<file path="src/rtl/mult_div_unit.sv">
// Iterative radix-2 multiply/divide unit with HI/LO registers (MULT/MULTU/DIV/DIVU/MTHI/MTLO).
// Signed ops run on magnitudes; signs are applied in a single FIX cycle after WIDTH CALC steps.
module mult_div_unit #(
  parameter int WIDTH = 32
) (
  input  logic             clk_i,
  input  logic             rst_n,
  input  logic             start_i,
  input  logic [1:0]       op_i,
  input  logic [WIDTH-1:0] src1_i,
  input  logic [WIDTH-1:0] src2_i,
  input  logic             hi_we_i,
  input  logic             lo_we_i,
  input  logic [WIDTH-1:0] wdata_i,
  output logic             busy_o,
  output logic             done_o,
  output logic             div_zero_o,
  output logic [WIDTH-1:0] hi_o,
  output logic [WIDTH-1:0] lo_o
);
  localparam int CW = (WIDTH > 1) ? $clog2(WIDTH) : 1;

  typedef enum logic [1:0] {IDLE, CALC, FIX} state_t;

  state_t             state_q;
  logic [CW-1:0]      count_q;
  logic               is_div_q;
  logic               neg_res_q;
  logic               neg_rem_q;
  logic               dz_pend_q;
  logic [WIDTH-1:0]   a_q;
  logic [2*WIDTH-1:0] acc_q;
  logic [WIDTH-1:0]   hi_q;
  logic [WIDTH-1:0]   lo_q;
  logic               done_q;
  logic               div_zero_q;

  logic               s1_neg_d, s2_neg_d;
  logic [WIDTH-1:0]   abs1_d, abs2_d;
  logic [WIDTH:0]     mul_sum_d, div_rem_d, div_diff_d;
  logic [2*WIDTH-1:0] acc_mul_d, acc_div_d, fix_prod_d;
  logic [WIDTH-1:0]   fix_quo_d, fix_rem_d;

  always_comb begin
    s1_neg_d = op_i[0] & src1_i[WIDTH-1];
    s2_neg_d = op_i[0] & src2_i[WIDTH-1];
    // Negating the most negative value yields 2^(WIDTH-1) as an unsigned magnitude.
    abs1_d   = s1_neg_d ? ('0 - src1_i) : src1_i;
    abs2_d   = s2_neg_d ? ('0 - src2_i) : src2_i;

    // Multiply: add multiplicand into the upper half when the multiplier LSB is set, then shift right.
    mul_sum_d = {1'b0, acc_q[2*WIDTH-1:WIDTH]} + (acc_q[0] ? {1'b0, a_q} : '0);
    acc_mul_d = {mul_sum_d, acc_q[WIDTH-1:1]};

    // Divide: the upper half is the partial remainder, the lower half shifts dividend out and quotient in.
    div_rem_d  = {acc_q[2*WIDTH-1:WIDTH], acc_q[WIDTH-1]};
    div_diff_d = div_rem_d - {1'b0, a_q};
    if (div_diff_d[WIDTH])
      acc_div_d = {div_rem_d[WIDTH-1:0], acc_q[WIDTH-2:0], 1'b0};
    else
      acc_div_d = {div_diff_d[WIDTH-1:0], acc_q[WIDTH-2:0], 1'b1};

    fix_prod_d = neg_res_q ? ('0 - acc_q) : acc_q;
    fix_quo_d  = neg_res_q ? ('0 - acc_q[WIDTH-1:0]) : acc_q[WIDTH-1:0];
    fix_rem_d  = neg_rem_q ? ('0 - acc_q[2*WIDTH-1:WIDTH]) : acc_q[2*WIDTH-1:WIDTH];
  end

  always_ff @(posedge clk_i or negedge rst_n) begin
    if (!rst_n) begin
      state_q    <= IDLE;
      count_q    <= '0;
      is_div_q   <= 1'b0;
      neg_res_q  <= 1'b0;
      neg_rem_q  <= 1'b0;
      dz_pend_q  <= 1'b0;
      a_q        <= '0;
      acc_q      <= '0;
      hi_q       <= '0;
      lo_q       <= '0;
      done_q     <= 1'b0;
      div_zero_q <= 1'b0;
    end else begin
      done_q     <= 1'b0;
      div_zero_q <= 1'b0;
      case (state_q)
        IDLE: begin
          if (hi_we_i) hi_q <= wdata_i;
          if (lo_we_i) lo_q <= wdata_i;
          if (start_i) begin
            is_div_q  <= op_i[1];
            a_q       <= op_i[1] ? abs2_d : abs1_d;
            acc_q     <= {{WIDTH{1'b0}}, (op_i[1] ? abs1_d : abs2_d)};
            neg_res_q <= s1_neg_d ^ s2_neg_d;
            neg_rem_q <= s1_neg_d;
            dz_pend_q <= op_i[1] & (src2_i == '0);
            count_q   <= '0;
            state_q   <= CALC;
          end
        end
        CALC: begin
          acc_q   <= is_div_q ? acc_div_d : acc_mul_d;
          count_q <= count_q + CW'(1);
          if (count_q == CW'(WIDTH - 1)) state_q <= FIX;
        end
        FIX: begin
          if (!is_div_q) begin
            hi_q <= fix_prod_d[2*WIDTH-1:WIDTH];
            lo_q <= fix_prod_d[WIDTH-1:0];
          end else if (!dz_pend_q) begin
            hi_q <= fix_rem_d;
            lo_q <= fix_quo_d;
          end
          done_q     <= 1'b1;
          div_zero_q <= dz_pend_q;
          state_q    <= IDLE;
        end
        default: state_q <= IDLE;
      endcase
    end
  end

  assign busy_o     = (state_q != IDLE);
  assign done_o     = done_q;
  assign div_zero_o = div_zero_q;
  assign hi_o       = hi_q;
  assign lo_o       = lo_q;
endmodule
</file>
<file path="config.mk">
export PLATFORM = sky130hd
export DESIGN_NAME = mult_div_unit
export DESIGN_NICKNAME = d
export VERILOG_FILES = /design/src/rtl/mult_div_unit.sv
export SDC_FILE = /design/constraint.sdc
export NUM_CORES = 1
export LEC_CHECK = 0
export BUFFER_PORTS_ARGS = -buffer_cell sky130_fd_sc_hd__clkbuf_2
export CAP_MARGIN = 20
export CORE_MARGIN = 2
export CORE_UTILIZATION = 40
export CTS_CLUSTER_DIAMETER = 80
export CTS_CLUSTER_SIZE = 20
export DETAILED_ROUTE_END_ITERATION = 10
export PLACE_DENSITY_LB_ADDON = 0.25
export SLEW_MARGIN = 40
export SYNTH_ARGS = -nofsm -noshare
export SYNTH_HDL_FRONTEND = slang
export SYNTH_SLANG_ARGS = --single-unit
</file>
<file path="constraint.sdc">
create_clock -name clk_i -period 6.35 [get_ports clk_i]
set_clock_uncertainty 0.05 [all_clocks]
set_input_delay 0.635 -clock clk_i [delete_from_list [all_inputs] [get_ports clk_i]]
set_output_delay 0.635 -clock clk_i [all_outputs]
set_load 0.05 [all_outputs]
</file>
Word-level counts from Yosys, hierarchy flattened
Cells that the tools add are included.
- bits in writable memories: 0
- word-level logic and storage cells: 69
- latch bits: 0
- memories: 0
- flip-flop bits (word level): 173
- output and inout bits: 67
- ROM bits: 0
- bits of input ports: 103
- div/mod/pow operators: 0
- bitwise gates (word level): 4
- $mul: 0
- equal/unequal tests: 8
- multiplexer cells: 27
- order comparisons: 0
- add/subtract/negate cells: 8
- reduce and logical (&&, ||, !) cells: 10
- shift-type cells: 0
- operator list (kind ; number):
    32-bit 2-to-1 mux ; 13
    64-bit 2-to-1 mux ; 4
    32-bit one-hot mux with 2 select lines ; 2
    64-bit one-hot mux with 2 select lines ; 1
    1-bit by 32-bit subtractor with 32-bit output (first input constant) ; 4
    1-bit by 64-bit subtractor with 64-bit output (first input constant) ; 1
    32-bit by 32-bit adder with 33-bit output ; 1
    33-bit by 32-bit subtractor with 33-bit output ; 1
    32-bit logical NOT ; 1
    5-bit one-hot mux with 2 select lines ; 1
    2-bit != test (second input constant) ; 4
    2-bit AND reduction ; 3
    3-bit AND reduction ; 2
    2-bit nonzero test ; 3
    5-bit by 1-bit adder with 5-bit output (second input constant) ; 1
    5-bit equality test (second input constant) ; 1
    5-bit 2-to-1 mux ; 1
    2-bit 2-to-1 mux ; 2
    2-bit one-hot mux with 2 select lines ; 1
    1-bit AND ; 3
    3-bit != test (second input constant) ; 1
    2-bit by 1-bit equality test with 1-bit output (second input constant) ; 1
    2-bit equality test (second input constant) ; 1
    2-bit logical NOT ; 1
    other kinds (2) ; 3

Depth between registers and ports, before layout
- depth after elaboration: 5
- gate-level depth with buffers: 15
- depth with buffers taken out: 13

Worst setup path before layout
Ideal clock, no wire load.
- path kind: register -> register
- start point: reg acc_q[31]
- end point: reg acc_q[38]
- slack: 2.940 ns
- arrival: 3.234 ns
- path buffers: 2
- cell stages (with the launch flop): 14
- clock period less this slack: 3.410 ns
- required time: 6.174 ns
- cell sequence: dfrtp_1 clkbuf_1 inv_1 ha_1 fa_1 nand2b_1 a21oi_1 o211ai_1 o21a_1 o21a_1 o311ai_1 buf_2 mux2_2 a221o_1
- word-level cells in the longest chain between the ends: 4
- ends and longest elaborated chain (element ; RTL line ; source):
    start, declared ; 32 ; logic [2*WIDTH-1:0] acc_q;
    start signal, assigned ; 92 ; acc_q <= {{WIDTH{1'b0}}, (op_i[1] ? abs1_d : abs2_d)};
    start signal, assigned ; 101 ; acc_q <= is_div_q ? acc_div_d : acc_mul_d;
    33-bit by 32-bit subtractor with 33-bit output ; 57 ; div_diff_d = div_rem_d - {1'b0, a_q};
    64-bit 2-to-1 mux ; 58 ; if (div_diff_d[WIDTH])
    64-bit 2-to-1 mux ; 101 ;
    64-bit one-hot mux with 2 select lines ; 85 ; case (state_q)
Every way passes these cells.
A chain may end at the register's enable or synchronous reset.

Final worst setup path
Same ends and word-level chain as after synthesis.

==> flow_summary.toml <==
[outcome]
status = "complete, no violations"

[logic_synthesis]
synth-main-ff-cell = "dfrtp_1"
syn_nets = 2122
netlist.area_leader.share_pct = 28.4
ys_seq_area_share_pct = 28.4
synth_area_leader_cell = "dfrtp_1"
synth.area.top_cells = "dfrtp_1 (28%), ha_1 (5.7%), nor2_1 (5.4%)"
synthCells = 1947
synth.most_common_cell = "nor2_1"
yosysWarnings = 0
ys_ff_latch = 173
netlist-cell-type-count = 88
synth.avg_cell_area_um2 = 7.84
synth_edf_count = 0
synthTopCellsByCount = "nor2_1 (220), nand2_1 (215), dfrtp_1 (173)"
async_flop_share_pct = 100
syn-cell-area_um2 = 15300

[pwr]
power.internal_mw = 5.06
power_frac_clock_pct = 9.7
seq_power_share_pct = 22.3
switching_share_pct = 54.8
p_leak_nw = 7.31
p_switching_mw = 6.15
power_density_nw_per_um2 = 658
comb_power_share_pct = 68.0
irDropWorstVdd_uv = 320

[critical_path]
worstPathRequired_ps = 6650
startpoint_type = "register"
worstPathArrival_ps = 4320
end_kind = "register"
path_max_fanout = 24
worst-setup-path-type = "register to register"

[floorplan]
initial_core_util_pct = 40.6
die_area_um2 = 39700
die-height_um = 199
die_w_um = 199
row_count = 71
boundaryPins = 170
core_um2 = 37600

[grt]
grt_max_degree = 69
grt_pass1_wl_um = 83400
overflow = 0
grt_antenna_before_repair = 0
grt_pass1_vias = 14100
grt_usage_pct = 27.5

[flow_run]
cap_violations = 0

[routing]
wl_um = 54200
wl_met3_um = 4050
wl_per_cell_um = 21.2
drc = 0
first_pass_iters = 8
routed.top_layer = "met4"
via_per_inst = 5.98
met1_length_um = 25200
ant_nets = 0
drt_iter0_markers = 1689
vias = 15300
wl_met2_um = 23400

[finish]
drive_gt1_share_pct = 13.4
layoutNonFillerInstCount = 2562
nNetsFinal = 2213
num_antenna_cells = 0
area_delta_synth_final_pct = 11.7

[clock_tree]
postCtsSetupBuffers = 0
numCtsBuffers = 17
clk_root_buffer_cell = "clkbuf_16"
htreeDepth = 4
clkTransAtPathRegs_ps = 80
cts_buffer_depth = 2
cts_resized = 0
cts_tree = "yes"
clk_latency_ps = 460
cts.sinks = 173
cts.hold.buffers_added = 0

[timing]
grt_setup_unrepaired = "false"
timing.fmax_ghz = 0.249
layout_min_cycle_time_ps = 4020
finalCritPeriodShare_pct = 63.3
finalWorstSetupSlack_ps = 2330
slew_violations = 0
finalSetupViolations = 0
relSlewSlack_pct = 44.4
tightest_slew_ps = 833
final_hold_viol_count = 0
tns_ps = 0

[place]
routabilityCongestion = 0.949
post-place-ws_ps = 2400
place_hpwl_um = 42100
port_buffers = 169
dpl.cell_count = 2529

[worst_hold_path]
hold_path_class = "input port to async pin"
## layout make-up
type	count	area (µm²)
timing repair buffer	192	1060
clock inverter	15	150
clock buffer	17	425
inverter	62	233
multi-input combinational	1592	10200
tap	511	639
fill	3780	20500
sequential	173	4330
## placed cells by master (no fill, tap or decap), drive strengths merged, types with 61 or more instances in the layout
cell,n
xnor2,93
ha,70
o21ai,161
inv,70
nor2,220
clkbuf,184
mux2i,61
dfrtp,173
a21oi,158
xor2,81
nand2,215
## sequential cells by signal, summed over array words and instances (netlist names)
name        count
count_q         5
hi_o           32
dz_pend_q       1
div_zero_o      1
is_div_q        1
neg_res_q       1
done_o          1
acc_q          64
state_q         2
a_q            32
neg_rem_q       1
lo_o           32
## per-stage QoR
step	util, %	instance area, µm²	hold WS, ps	power (mW)
finish	45.4	17000	95.0	11.2
global route	45.4	17000	142	12.0
CTS	45.3	17000	119	11.0
detailed placement	43.7	16400	418	9.95
global placement	43.6	16400	412	9.85
floorplan	-	15300	289	7.89
## cells by family (layout without fill, tap and decap cells)
kind of cell | Yosys count | count (layout) | share of synthesized area (%)
xor gates and xnor gates | 174 | 174 | 9.99
AOI/OAI and AO/OA | 621 | 621 | 25.9
adders and majority gates | 72 | 72 | 6.00
buffers and inverters | 182 | 286 | 5.17
muxes | 65 | 65 | 4.30
and+or+nand+nor | 660 | 660 | 20.3
DFF | 173 | 173 | 28.4
## path summary, 6_finish.rpt
path | startpoint | endpoint | slack [ps] | cells after the start
max in group asynchronous | rst_n | is_div_q | 5040 | 2
hold / removal | rst_n | lo_o[13] | 90 | 1
setup / recovery | acc_q[31] | acc_q[38] | 2330 | 12
setup reg to reg | acc_q[31] | acc_q[38] | 2330 | 12
hold reg to reg | lo_o[13] | lo_o[13] | 430 | 2
min in group clk_i | wdata_i[8] | hi_o[8] | 400 | 3
## critical path, cell delays in order, from the launching register on
cell and delay, ps:
dfrtp_1 580, inv_1 90, ha_1 220, fa_1 400, nand2b_1 180, a21oi_1 220, o211ai_1 240, o21a_1 310
o21a_1 250, o311ai_4 240, buf_4 420, mux2_2 380, a221o_1 310
## power groups by stage
| stage | sequential [mW] | combinational [mW] | clock [mW] |
|---|---|---|---|
| 2_1_floorplan | 2.72 | 5.17 | 0 |
| 3_3_place_gp | 2.47 | 7.38 | 0 |
| 3_5_place_dp | 2.49 | 7.46 | 0 |
| 4_1_cts | 2.47 | 7.49 | 1.09 |
| 5_1_grt | 2.57 | 8.31 | 1.14 |
| 6_report | 2.50 | 7.62 | 1.09 |
## layer usage
metal	vias to the layer above	GRT usage (%)
met5	-	0
met4	0	8.68
met3	76	3.43
met2	654	42.4
met1	7336	39.8
li1	7243	-
Power figures use the tool's default switching activity.
